$ cat src/rtl/i2c_target_regfile.sv
`default_nettype none
// ============================================================================
// Module   : i2c_target_regfile
// Brief    : 7-bit I2C target exposing a byte register file over SDA/SCL,
//            with a local host port for preload/readback and write notify.
// Revision : 1.0 - initial release
// ============================================================================
module i2c_target_regfile #(
    parameter logic [6:0] TARGET_ADDR = 7'h42,
    parameter int         NUM_REGS    = 16,
    parameter int         SYNC_STAGES = 2,
    localparam int        AW          = $clog2(NUM_REGS)
) (
    input  logic          system_clock,
    input  logic          reset,
    input  logic          scl_i,
    input  logic          sda_i,
    output logic          sda_oe,
    input  logic          lcl_we,
    input  logic [AW-1:0] lcl_addr,
    input  logic [7:0]    lcl_wdata,
    output logic [7:0]    lcl_rdata,
    output logic          wr_valid,
    output logic [AW-1:0] wr_index,
    output logic [7:0]    wr_data,
    output logic          busy
);

    localparam logic [3:0] ST_IDLE      = 4'd0;
    localparam logic [3:0] ST_ADDR      = 4'd1;
    localparam logic [3:0] ST_ADDR_ACK  = 4'd2;
    localparam logic [3:0] ST_PTR       = 4'd3;
    localparam logic [3:0] ST_PTR_ACK   = 4'd4;
    localparam logic [3:0] ST_WDATA     = 4'd5;
    localparam logic [3:0] ST_WDATA_ACK = 4'd6;
    localparam logic [3:0] ST_RDATA     = 4'd7;
    localparam logic [3:0] ST_RACK      = 4'd8;
    localparam logic [3:0] ST_IGNORE    = 4'd9;

    logic [SYNC_STAGES-1:0] scl_sync;
    logic [SYNC_STAGES-1:0] sda_sync;
    logic                   scl_prev;
    logic                   sda_prev;
    logic                   scl_s;
    logic                   sda_s;
    logic                   scl_rise;
    logic                   scl_fall;
    logic                   start_det;
    logic                   stop_det;

    logic [3:0]    state;
    logic [3:0]    state_nxt;
    logic [7:0]    shift;
    logic [7:0]    shift_nxt;
    logic [2:0]    bitcnt;
    logic [2:0]    bitcnt_nxt;
    logic          ack_phase;
    logic          ack_phase_nxt;
    logic [AW-1:0] ptr;
    logic [AW-1:0] ptr_nxt;
    logic          rw;
    logic          rw_nxt;
    logic          sda_oe_nxt;
    logic          i2c_we;
    logic [7:0]    byte_in;
    logic          byte_done;
    logic [7:0]    rd_byte;

    logic [7:0] regs [NUM_REGS];

    // Synchronizers and history flops idle high, matching a released bus.
    always_ff @(posedge system_clock or posedge reset) begin
        if (reset) begin
            scl_sync <= '1;
            sda_sync <= '1;
            scl_prev <= 1'b1;
            sda_prev <= 1'b1;
        end else begin
            scl_sync <= {scl_sync[SYNC_STAGES-2:0], scl_i};
            sda_sync <= {sda_sync[SYNC_STAGES-2:0], sda_i};
            scl_prev <= scl_sync[SYNC_STAGES-1];
            sda_prev <= sda_sync[SYNC_STAGES-1];
        end
    end

    assign scl_s     = scl_sync[SYNC_STAGES-1];
    assign sda_s     = sda_sync[SYNC_STAGES-1];
    assign scl_rise  = scl_s & ~scl_prev;
    assign scl_fall  = ~scl_s & scl_prev;
    assign start_det = scl_s & scl_prev & sda_prev & ~sda_s;
    assign stop_det  = scl_s & scl_prev & ~sda_prev & sda_s;

    assign byte_in   = {shift[6:0], sda_s};
    assign byte_done = scl_rise && (bitcnt == 3'd7);
    assign rd_byte   = regs[ptr];

    always_ff @(posedge system_clock or posedge reset) begin
        if (reset) begin
            state <= ST_IDLE;
        end else begin
            state <= state_nxt;
        end
    end

    always_comb begin
        state_nxt = state;
        if (start_det) begin
            state_nxt = ST_ADDR;
        end else if (stop_det) begin
            state_nxt = ST_IDLE;
        end else begin
            case (state)
                ST_ADDR: begin
                    if (byte_done) begin
                        state_nxt = (byte_in[7:1] == TARGET_ADDR) ? ST_ADDR_ACK : ST_IGNORE;
                    end
                end
                ST_PTR: begin
                    if (byte_done) begin
                        state_nxt = ST_PTR_ACK;
                    end
                end
                ST_WDATA: begin
                    if (byte_done) begin
                        state_nxt = ST_WDATA_ACK;
                    end
                end
                ST_ADDR_ACK: begin
                    if (scl_fall && ack_phase) begin
                        state_nxt = rw ? ST_RDATA : ST_PTR;
                    end
                end
                ST_PTR_ACK, ST_WDATA_ACK: begin
                    if (scl_fall && ack_phase) begin
                        state_nxt = ST_WDATA;
                    end
                end
                ST_RDATA: begin
                    if (scl_fall && (bitcnt == 3'd7)) begin
                        state_nxt = ST_RACK;
                    end
                end
                ST_RACK: begin
                    if (scl_rise && sda_s) begin
                        state_nxt = ST_IGNORE;
                    end else if (scl_fall && ack_phase) begin
                        state_nxt = ST_RDATA;
                    end
                end
                ST_IDLE, ST_IGNORE: state_nxt = state;
                default:            state_nxt = ST_IDLE;
            endcase
        end
    end

    // ack_phase: in ACK states it marks "ACK is being driven"; in RACK it
    // marks "controller ACKed, send next byte on the coming fall".
    always_comb begin
        shift_nxt     = shift;
        bitcnt_nxt    = bitcnt;
        ack_phase_nxt = ack_phase;
        ptr_nxt       = ptr;
        rw_nxt        = rw;
        sda_oe_nxt    = sda_oe;
        i2c_we        = 1'b0;
        if (start_det || stop_det) begin
            bitcnt_nxt    = 3'd0;
            ack_phase_nxt = 1'b0;
            sda_oe_nxt    = 1'b0;
        end else begin
            case (state)
                ST_ADDR, ST_PTR, ST_WDATA: begin
                    if (scl_rise) begin
                        shift_nxt  = byte_in;
                        bitcnt_nxt = bitcnt + 3'd1;
                        if (bitcnt == 3'd7) begin
                            ack_phase_nxt = 1'b0;
                            if (state == ST_ADDR) begin
                                rw_nxt = sda_s;
                            end else if (state == ST_PTR) begin
                                ptr_nxt = byte_in[AW-1:0];
                            end else begin
                                i2c_we  = 1'b1;
                                ptr_nxt = ptr + 1'b1;
                            end
                        end
                    end
                end
                ST_ADDR_ACK, ST_PTR_ACK, ST_WDATA_ACK: begin
                    if (scl_fall) begin
                        if (!ack_phase) begin
                            ack_phase_nxt = 1'b1;
                            sda_oe_nxt    = 1'b1;
                        end else begin
                            ack_phase_nxt = 1'b0;
                            bitcnt_nxt    = 3'd0;
                            if ((state == ST_ADDR_ACK) && rw) begin
                                shift_nxt  = rd_byte;
                                sda_oe_nxt = ~rd_byte[7];
                            end else begin
                                sda_oe_nxt = 1'b0;
                            end
                        end
                    end
                end
                ST_RDATA: begin
                    if (scl_fall) begin
                        if (bitcnt == 3'd7) begin
                            bitcnt_nxt    = 3'd0;
                            ack_phase_nxt = 1'b0;
                            sda_oe_nxt    = 1'b0;
                        end else begin
                            bitcnt_nxt = bitcnt + 3'd1;
                            shift_nxt  = {shift[6:0], 1'b0};
                            sda_oe_nxt = ~shift[6];
                        end
                    end
                end
                ST_RACK: begin
                    if (scl_rise) begin
                        ptr_nxt = ptr + 1'b1;
                        if (!sda_s) begin
                            ack_phase_nxt = 1'b1;
                        end
                    end else if (scl_fall && ack_phase) begin
                        ack_phase_nxt = 1'b0;
                        bitcnt_nxt    = 3'd0;
                        shift_nxt     = rd_byte;
                        sda_oe_nxt    = ~rd_byte[7];
                    end
                end
                default: sda_oe_nxt = 1'b0;
            endcase
        end
    end

    always_ff @(posedge system_clock or posedge reset) begin
        if (reset) begin
            shift     <= 8'h00;
            bitcnt    <= 3'd0;
            ack_phase <= 1'b0;
            ptr       <= '0;
            rw        <= 1'b0;
            sda_oe    <= 1'b0;
            wr_valid  <= 1'b0;
            wr_index  <= '0;
            wr_data   <= 8'h00;
        end else begin
            shift     <= shift_nxt;
            bitcnt    <= bitcnt_nxt;
            ack_phase <= ack_phase_nxt;
            ptr       <= ptr_nxt;
            rw        <= rw_nxt;
            sda_oe    <= sda_oe_nxt;
            wr_valid  <= i2c_we;
            if (i2c_we) begin
                wr_index <= ptr;
                wr_data  <= byte_in;
            end
        end
    end

    // A colliding local write to the I2C target index is dropped.
    always_ff @(posedge system_clock or posedge reset) begin
        if (reset) begin
            for (int i = 0; i < NUM_REGS; i++) begin
                regs[i] <= 8'h00;
            end
        end else begin
            if (i2c_we) begin
                regs[ptr] <= byte_in;
            end
            if (lcl_we && !(i2c_we && (lcl_addr == ptr))) begin
                regs[lcl_addr] <= lcl_wdata;
            end
        end
    end

    assign lcl_rdata = regs[lcl_addr];
    assign busy      = (state != ST_IDLE);

endmodule
`default_nettype wire
$ cat config.mk
export PLATFORM = sky130hd
export DESIGN_NAME = i2c_target_regfile
export DESIGN_NICKNAME = d
export VERILOG_FILES = /design/src/rtl/i2c_target_regfile.sv
export SDC_FILE = /design/constraint.sdc
export NUM_CORES = 1
export LEC_CHECK = 0
export CAP_MARGIN = 0
export CORE_MARGIN = 2
export CORE_UTILIZATION = 35
export CTS_CLUSTER_SIZE = 30
export DETAILED_ROUTE_END_ITERATION = 12
export SYNTH_ARGS = -nofsm -noshare
export SYNTH_HDL_FRONTEND = slang
export SYNTH_SLANG_ARGS = --single-unit
$ cat constraint.sdc
create_clock -name system_clock -period 6.13 [get_ports system_clock]
set_input_delay 1.226 -clock system_clock [delete_from_list [all_inputs] [get_ports system_clock]]
set_output_delay 1.226 -clock system_clock [all_outputs]
set_load 0.02 [all_outputs]
# After elaboration in Yosys (flattened, before gate mapping)

Index checks and enable logic that the tools add are counted.

Multiplexer cells: 76
Magnitude comparators: 4
Reduce and logical (&&, ||, !) cells: 27
Bitwise gates (word level): 16
Add/subtract/negate cells: 2
Eq/ne operators: 40

Operators with widths:

| kind                                                     | count |
|---|---|
| bitwise mux 128 bit                                      | 2 |
| 2-to-1 mux 128 bit                                       | 2 |
| binary-select mux 8 bit (select 4 bit)                   | 2 |
| demux 8 bit (select 4 bit)                               | 2 |
| 2-to-1 mux 4 bit                                         | 16 |
| 2-to-1 mux 7 bit                                         | 8 |
| 2-to-1 mux 8 bit                                         | 6 |
| inequality test 4 bit, second input constant             | 8 |
| one-hot mux 4 bit (8 select lines)                       | 1 |
| one-hot mux 7 bit (4 select lines)                       | 1 |
| 2-to-1 mux 3 bit                                         | 9 |
| inequality test 2 bit, second input constant             | 12 |
| 2-to-1 mux 1 bit                                         | 23 |
| inequality test 3 bit, second input constant             | 7 |
| equality test 4 x 3 -> 1 bit, second input constant      | 4 |
| one-hot mux 3 bit (4 select lines)                       | 1 |
| AND reduction 6 bit                                      | 2 |
| greater-or-equal comparator 5 bit, second input constant | 2 |
| < comparator 5 x 1 -> 1 bit, second input constant       | 2 |
| inverter 4 -> 5 bit                                      | 2 |
| AND reduction 10 bit                                     | 1 |
| AND reduction 5 bit                                      | 2 |
| logical AND 1 bit                                        | 9 |
| equality test 4 x 2 -> 1 bit, second input constant      | 2 |
| 22 further kinds                                         | 39 |

Bits in registers: 168
Output and inout bits: 23
Logic and storage cells: 195
Input port bits: 17

# Logic depth before layout (Yosys ltp)

Gate-level depths: netlist of the first run.

Depth in word-level cells: 11
Gate-level depth with buffers: 9
Depth with buffers taken out: 7

# Least setup slack after synthesis of the first run

No wires, ideal clock.

Kind: in2out
From: input lcl_addr[0]
To: output lcl_rdata[0]
Arrival: 2.629 ns
Buffers on the path: 2
Path slack: 2.275 ns
Stages: 4
Data required time: 4.904 ns
Cell sequence: buf_4 buf_6 mux4_2 mux4_2

Word-level cells in the longest chain between the ends: 4

RTL lines:

| what                                                 | line | RTL |
|---|---|---|
| start, declared                                      | 20   | `input logic [AW-1:0] lcl_addr,` |
| inverter 4 -> 5 bit (not written as such)            | 279  | `assign lcl_rdata = regs[lcl_addr];` |
| binary-select mux 8 bit (select 4 bit)               | 279  |  |
| 2-to-1 mux 8 bit (not written as such) (2 in series) | 279  |  |
| end, declared                                        | 22   | `output logic [7:0] lcl_rdata,` |

No other way between the ends. The select of a mux whose other input is x is not followed.

# Worst setup path after layout of the first run

From: input lcl_addr[0]
To: output lcl_rdata[2]

The elaborated chain is that of the path after synthesis.

==> results of run 1 <==
cell families (layout without fill, tap and decap cells):
| kind of cell | count (synthesis) | in the layout | synth area share |
|---|---|---|---|
| simple gates | 253 | 253 | 0.124 |
| mux | 235 | 235 | 0.304 |
| compound gates | 221 | 221 | 0.120 |
| flops | 168 | 168 | 0.392 |
| buf+inv | 112 | 101 | 0.0493 |
| fa+ha+maj | 6 | 6 | 0.00698 |
| xor+xnor | 5 | 5 | 0.00407 |
worst min path at each step:
stage                     slack [ps]        start          end
after floorplan                  350  scl_sync[0]  scl_sync[1]
after global placement           350  sda_sync[0]  sda_sync[1]
after detailed placement         350  scl_sync[0]  scl_sync[1]
after CTS                        360  sda_sync[0]  sda_sync[1]
after global routing             370  sda_sync[0]  sda_sync[1]
final                            360  sda_sync[0]  sda_sync[1]
sequential cells by signal, indices dropped and copies added, names as in the netlist:
| signal | flops |
|---|---|
| ack_phase | 1 |
| bitcnt | 3 |
| ptr | 4 |
| regs | 128 |
| rw | 1 |
| scl_prev | 1 |
| scl_sync | 2 |
| sda_oe | 1 |
| sda_prev | 1 |
| sda_sync | 2 |
| shift | 7 |
| state | 4 |
| wr_data | 8 |
| wr_index | 4 |
| wr_valid | 1 |
metal layers:
layer,vias up,global-route usage
met1,4156,0.316
met5,-,0
li1,3656,-
met3,52,0.0367
met4,0,0.0655
met2,423,0.332
cell usage in the layout (no fill, tap or decap), drive strengths merged, types with 15 or more instances in the layout:
cell             n
nand2          143
mux4            71
a21oi           22
clkdlybuf4s50   37
clkbuf          22
nand3           24
buf             23
dfrtp          162
nor2            15
a31oi           18
mux2i          143
o21ai          140
mux2            21
stage by stage:
step                setup slack, ps  power (mW)  utilization  instances
floorplan                       367        3.04            -       1000
global placement               1270        3.57        0.373       1354
detailed placement             1190        3.59        0.373       1354
CTS                            1190        4.65        0.391       1385
global route                   1120        4.91        0.391       1385
finish                         1220        4.67        0.391       1385
critical path: cells and delay by family:
kind,cells,cell delay [ps]
buffers and inverters,3,1350
muxes,2,1090
layout make-up:
type                       count  share of cell area
multi-input combinational    720               0.509
timing repair buffer          60              0.0452
clock buffer                  22              0.0390
clock inverter                 9             0.00767
sequential                   168               0.354
inverter                      10             0.00357
tap                          396              0.0416
power groups by stage:
stage          logic [mW]  registers, mW  clock network [mW]
2_1_floorplan        1.50           1.53                   0
3_3_place_gp         1.64           1.92                   0
3_5_place_dp         1.67           1.92                   0
4_1_cts              1.68           1.90                1.08
5_1_grt              1.83           1.96                1.12
6_report             1.69           1.92                1.06
==> metrics.md, run 1 <==
| Metric | Value |
|---|---|
| Hold Path Depth | `0` |
| Worst skew pair latency | `440 ps` |
| Switch share | `0.400` |
| Tightest Pin Transition | `1160 ps` |
| Core area | `0.0304 sq mm` |
| Via Count | `8,287` |
| Die ar. | `0.0321 sq mm` |
| CP endpoint kind | `output pin` |
| Avg Cell Area, Syn | `10.8 sq um` |
| Slowest stage delay, CP | `570 ps` |
| EDFF count, synth | `0` |
| I/O pin count | `40` |
| Clock tree buffer depth | `2` |
| Cell Pwr Density | `392 mW/mm^2` |
| H-tree Lvls | `4` |
| Initial core utilization | `0.353` |
| Post-route ant nets | `0` |
| Clock transition at path regs | `60 ps` |
| FP Rows | `64` |
| Period Utilization, post-route | `0.801` |
| Area Overhead vs Synth | `10.7%` |
| Req. time, crit path | `4900 ps` |
| Global-route wire length before repair | `51,700 um` |
| GPL Wtd Cong | `0.910` |
| Synth warn | `0` |
| Met1 Wirelength | `14,400 um` |
| Slowest CP cell | `clkdlybuf4s50_1` |
| Nets@finish | `1,000` |
| CTS resizes | `0` |
| Post-CTS Setup Repair Bufs | `0` |
| Layout cell share with drive strength beyond 1 | `0.186` |
| Post-synth cell types | `69` |
| Area contributors post-synth | `dfrtp_1, mux4_2, mux2i_1, o21ai_0, nand2_1` |
| RR Endpoint | `regs[99]` |
| Highest metal layer with signal wires | `met4` |
| Vias per Instance | `5.98` |
| TritonCTS Buffers | `17` |
| Ant. Diodes | `0` |
| Most used cell along the critical path | `mux4_2` |
| Top post-synthesis cells by count | `dfrtp_1, mux2i_1, nand2_1` |
| Pin count of the biggest net entering global routing | `99` |
| Met2 WL | `15,200 um` |
| Peak VDD IR | `209 uV` |
| Post-synthesis sequential area ratio | `0.392` |
| CP Launch Point | `lcl_addr[0]` |
| Slew Limit Fails | `0` |
| Synth Flop Type | `dfrtp_1` |
| Port-buffer cells | `39` |
| Worst EP arrival | `3680 ps` |
| Mapped Nets | `1,023` |
| Final setup TNS | `0 ps` |
| R2r setup slk | `2760 ps` |
| GR Util All Layers | `0.217` |
| Min Tclk post-route | `4910 ps` |
| Hold Vio Cnt, Final | `0` |
| Clk pwr share | `0.226` |
| Slew margin rel. | `0.221` |
| Die Wd | `179 um` |
| Internal power | `2.80 mW` |
| CTS tree | `done` |
| Clock sink total | `168` |
| Reg power frac | `0.411` |
| Leakage power | `5.04 nW` |
| Share of the synthesized area in the top cell type | `0.377` |
| Unrepaired setup endpoints after global routing | `false` |
| Initial antenna violation count | `1` |
| TritonRoute pass-1 iters | `5` |
| Largest area contributor in the netlist | `dfrtp_1` |
| Root buffer cell | `clkbuf_16` |
| Hpwl dp | `22,200 um` |
| Critical R2R Launch | `state[2]` |
| NetSw | `1.87 mW` |
| Top-count cell post-synth | `dfrtp_1` |
| Max Cap Viol | `0` |
| Critical Path Source Type | `primary input` |
| Asr flop ratio synth | `1.00` |
| FF-to-FF path depth | `6` |
| Mapped Area | `0.0108 sq mm` |
| Vias in the first global route | `7,988` |
| Crit path cell chain | `buf_2 > buf_4 > mux4_2 > mux4_2 > clkdlybuf4s50_1` |
| Final WL | `33,200 um` |
| Post-synthesis cell count | `1,000` |
| DRC viols | `0` |
| Post-DP Area | `0.0114 sq mm` |
| Logic pwr share | `0.362` |
| Worst hold slack | `362 ps` |
| Setup crit end | `lcl_rdata[2]` |
| Synthesized flop and latch total | `168` |
| Outcome | `finished clean` |
| Area of the multi-input gates | `0.00606 sq mm` |
| Layout fillers | `2,926` |
| Total global routing overflow | `0` |
| DR WL met3 | `2740 um` |
| Worst-path maximum fanout | `20` |
| Hold Buf Count CTS | `0` |
| Setup violators final | `0` |
| Final Skew | `14.1 ps` |
| Wirelength per Cell | `24.0 um` |
| Die Ht | `179 um` |
| Worst hold path type | `reg2reg` |
| Finished Cell Area | `0.0119 sq mm` |
| FF+latch area | `0.00421 sq mm` |
| DRT iter0 DRCs | `991` |
| Fmax | `204 MHz` |
| CP Class | `in2out` |
Power figures use the tool's default switching activity.
==> run 2: changes to the inputs <==
==> constraint.sdc (replaced) <==
create_clock -name system_clock -period 4.7 [get_ports system_clock]
set_input_delay 0.94 -clock system_clock [delete_from_list [all_inputs] [get_ports system_clock]]
set_output_delay 0.94 -clock system_clock [all_outputs]
set_load 0.02 [all_outputs]
==> run 2 against run 1 <==
Compared with the run above: cell count up 0.65%; cell area grew 1.2%; hold slack lost 1.6 ps; critical endpoint unchanged; largest power group unchanged.
==> metrics.md, run 2 (same netlist as run 1, synthesis figures left out) <==
| Metric | Value |
|---|---|
| Leading cell type in the layout, fill and taps excluded | `dfrtp_1` |
| Core area | `0.0304 sq mm` |
| Layout fillers | `2,941` |
| Final WL | `32,100 um` |
| NetSw | `2.48 mW` |
| TritonCTS Buffers | `17` |
| Initial antenna violation count | `0` |
| Critical Path Source Type | `primary input` |
| FF-to-FF path depth | `6` |
| TritonRoute pass-1 iters | `5` |
| Critical R2R Launch | `state[2]` |
| Switch share | `0.396` |
| Area of the multi-input gates | `0.00601 sq mm` |
| Post-CTS Setup Repair Bufs | `0` |
| GPL Wtd Cong | `0.889` |
| Hold Buf Count CTS | `0` |
| Final setup TNS | `0 ps` |
| Period Utilization, post-route | `0.846` |
| Ant. Diodes | `0` |
| Min Tclk post-route | `3970 ps` |
| Peak VDD IR | `349 uV` |
| RR Endpoint | `regs[108]` |
| Area Overhead vs Synth | `12.0%` |
| FP Rows | `64` |
| Die ar. | `0.0321 sq mm` |
| Highest metal layer with signal wires | `met4` |
| CTS tree | `done` |
| CP endpoint kind | `output pin` |
| Req. time, crit path | `3760 ps` |
| Register with the most flip-flops | `regs` |
| Most frequent cells in the layout | `dfrtp_1, nand2_1, mux2i_1, o21ai_0, mux4_2` |
| Leakage power | `5.15 nW` |
| Max Cap Viol | `0` |
| Initial core utilization | `0.353` |
| Hold Vio Cnt, Final | `0` |
| Layout cell share with drive strength beyond 1 | `0.188` |
| Port-buffer cells | `39` |
| Post-route ant nets | `0` |
| DRC viols | `0` |
| Worst-path maximum fanout | `9` |
| Worst hold path type | `reg2reg` |
| Top flop regs | `regs: 128 flops, wr_data: 8 flops, shift: 7 flops` |
| Worst hold slack | `360 ps` |
| Die Ht | `179 um` |
| Outcome | `finished clean` |
| DRT iter0 DRCs | `963` |
| R2r setup slk | `1720 ps` |
| Root buffer cell | `clkbuf_16` |
| Hold EP | `sda_sync[1]` |
| Worst EP arrival | `3030 ps` |
| Unrepaired setup endpoints after global routing | `false` |
| Reg power frac | `0.414` |
| I/O pin count | `40` |
| Tightest Pin Transition | `1150 ps` |
| CP Class | `in2out` |
| DR WL met3 | `2230 um` |
| Setup violators final | `0` |
| Vias per Instance | `5.82` |
| Cell Pwr Density | `521 mW/mm^2` |
| Clk pwr share | `0.250` |
| Met1 Wirelength | `14,500 um` |
| Global-route wire length before repair | `50,600 um` |
| Worst skew pair latency | `450 ps` |
| Clock transition at path regs | `70 ps` |
| CTS resizes | `0` |
| Hpwl dp | `22,000 um` |
| Hold Path Depth | `0` |
| Largest register FFs | `128` |
| FF+latch area | `0.00421 sq mm` |
| Internal power | `3.79 mW` |
| HP Start | `sda_sync[0]` |
| Via Count | `8,117` |
| Slew margin rel. | `0.232` |
| Met2 WL | `14,900 um` |
| Wirelength per Cell | `23.0 um` |
| GR Util All Layers | `0.211` |
| Logic pwr share | `0.335` |
| Die Wd | `179 um` |
| Slew Limit Fails | `0` |
| Total global routing overflow | `0` |
| Pin count of the biggest net entering global routing | `68` |
| Clock sink total | `168` |
| Clock tree buffer depth | `2` |
| Final Skew | `18.0 ps` |
| Fmax | `252 MHz` |
| Nets@finish | `1,008` |
| H-tree Lvls | `4` |
| Vias in the first global route | `7,929` |
## run 2: cell count changes in the layout (fill, tap and decap cells not counted), sizes merged
| cell | before | now |
|---|---|---|
| buf | 23 | 31 |
| bufinv | 1 | 4 |
| clkbuf | 22 | 17 |
| clkinv | 1 | 5 |
| clkinvlp | 4 | 1 |
| inv | 13 | 15 |
## run 2: per-layer routing
| metal | vias up | global-route usage |
|---|---|---|
| met4 | 0 | 0.0551 |
| met1 | 4056 | 0.299 |
| met2 | 336 | 0.327 |
| met3 | 40 | 0.0464 |
| li1 | 3685 | - |
| met5 | - | 0 |
## run 2: power by group through the flow
stage	Clock, mW	Sequential, mW	Combinational, mW
after detailed placement	0	2.60	2.08
after floorplan	0	2.00	1.96
after CTS	1.60	2.57	2.09
final	1.57	2.60	2.10
after global routing	1.65	2.65	2.28
after global placement	0	2.60	2.04
## run 2: critical path, cell delays in order
cell and delay [ps]:
clkdlybuf4s50_1 870, mux4_2 650, clkdlybuf4s50_1 570
## run 2: worst max path at each step
stage	start	end	slack (ps)	cells past startpoint
after floorplan	lcl_addr[0]	lcl_rdata[0]	1420	4
after global placement	lcl_addr[2]	lcl_rdata[7]	710	3
after detailed placement	lcl_addr[2]	lcl_rdata[3]	710	3
after CTS	lcl_addr[2]	lcl_rdata[3]	700	3
after global routing	lcl_addr[2]	lcl_rdata[3]	640	3
final	lcl_addr[2]	lcl_rdata[2]	730	3
## run 2: layout make-up
class | count | area share
flip-flops and latches | 168 | 0.350
multi-input cells | 720 | 0.499
clock inverters | 15 | 0.0177
repair buffers | 68 | 0.0538
inverters | 10 | 0.00343
well taps | 396 | 0.0411
clock buffers | 17 | 0.0353
## run 2: through the flow
| step | setup WS, ps | util | power [mW] | cells | cell area (sq um) |
|---|---|---|---|---|---|
| final | 725 | 0.396 | 6.27 | 1394 | 12100 |
| after detailed placement | 713 | 0.375 | 4.67 | 1362 | 11400 |
| after CTS | 704 | 0.396 | 6.26 | 1394 | 12100 |
| after global routing | 641 | 0.396 | 6.58 | 1394 | 12100 |
| after global placement | 711 | 0.375 | 4.64 | 1362 | 11400 |
| after floorplan | 1420 | - | 3.96 | 1000 | 10800 |
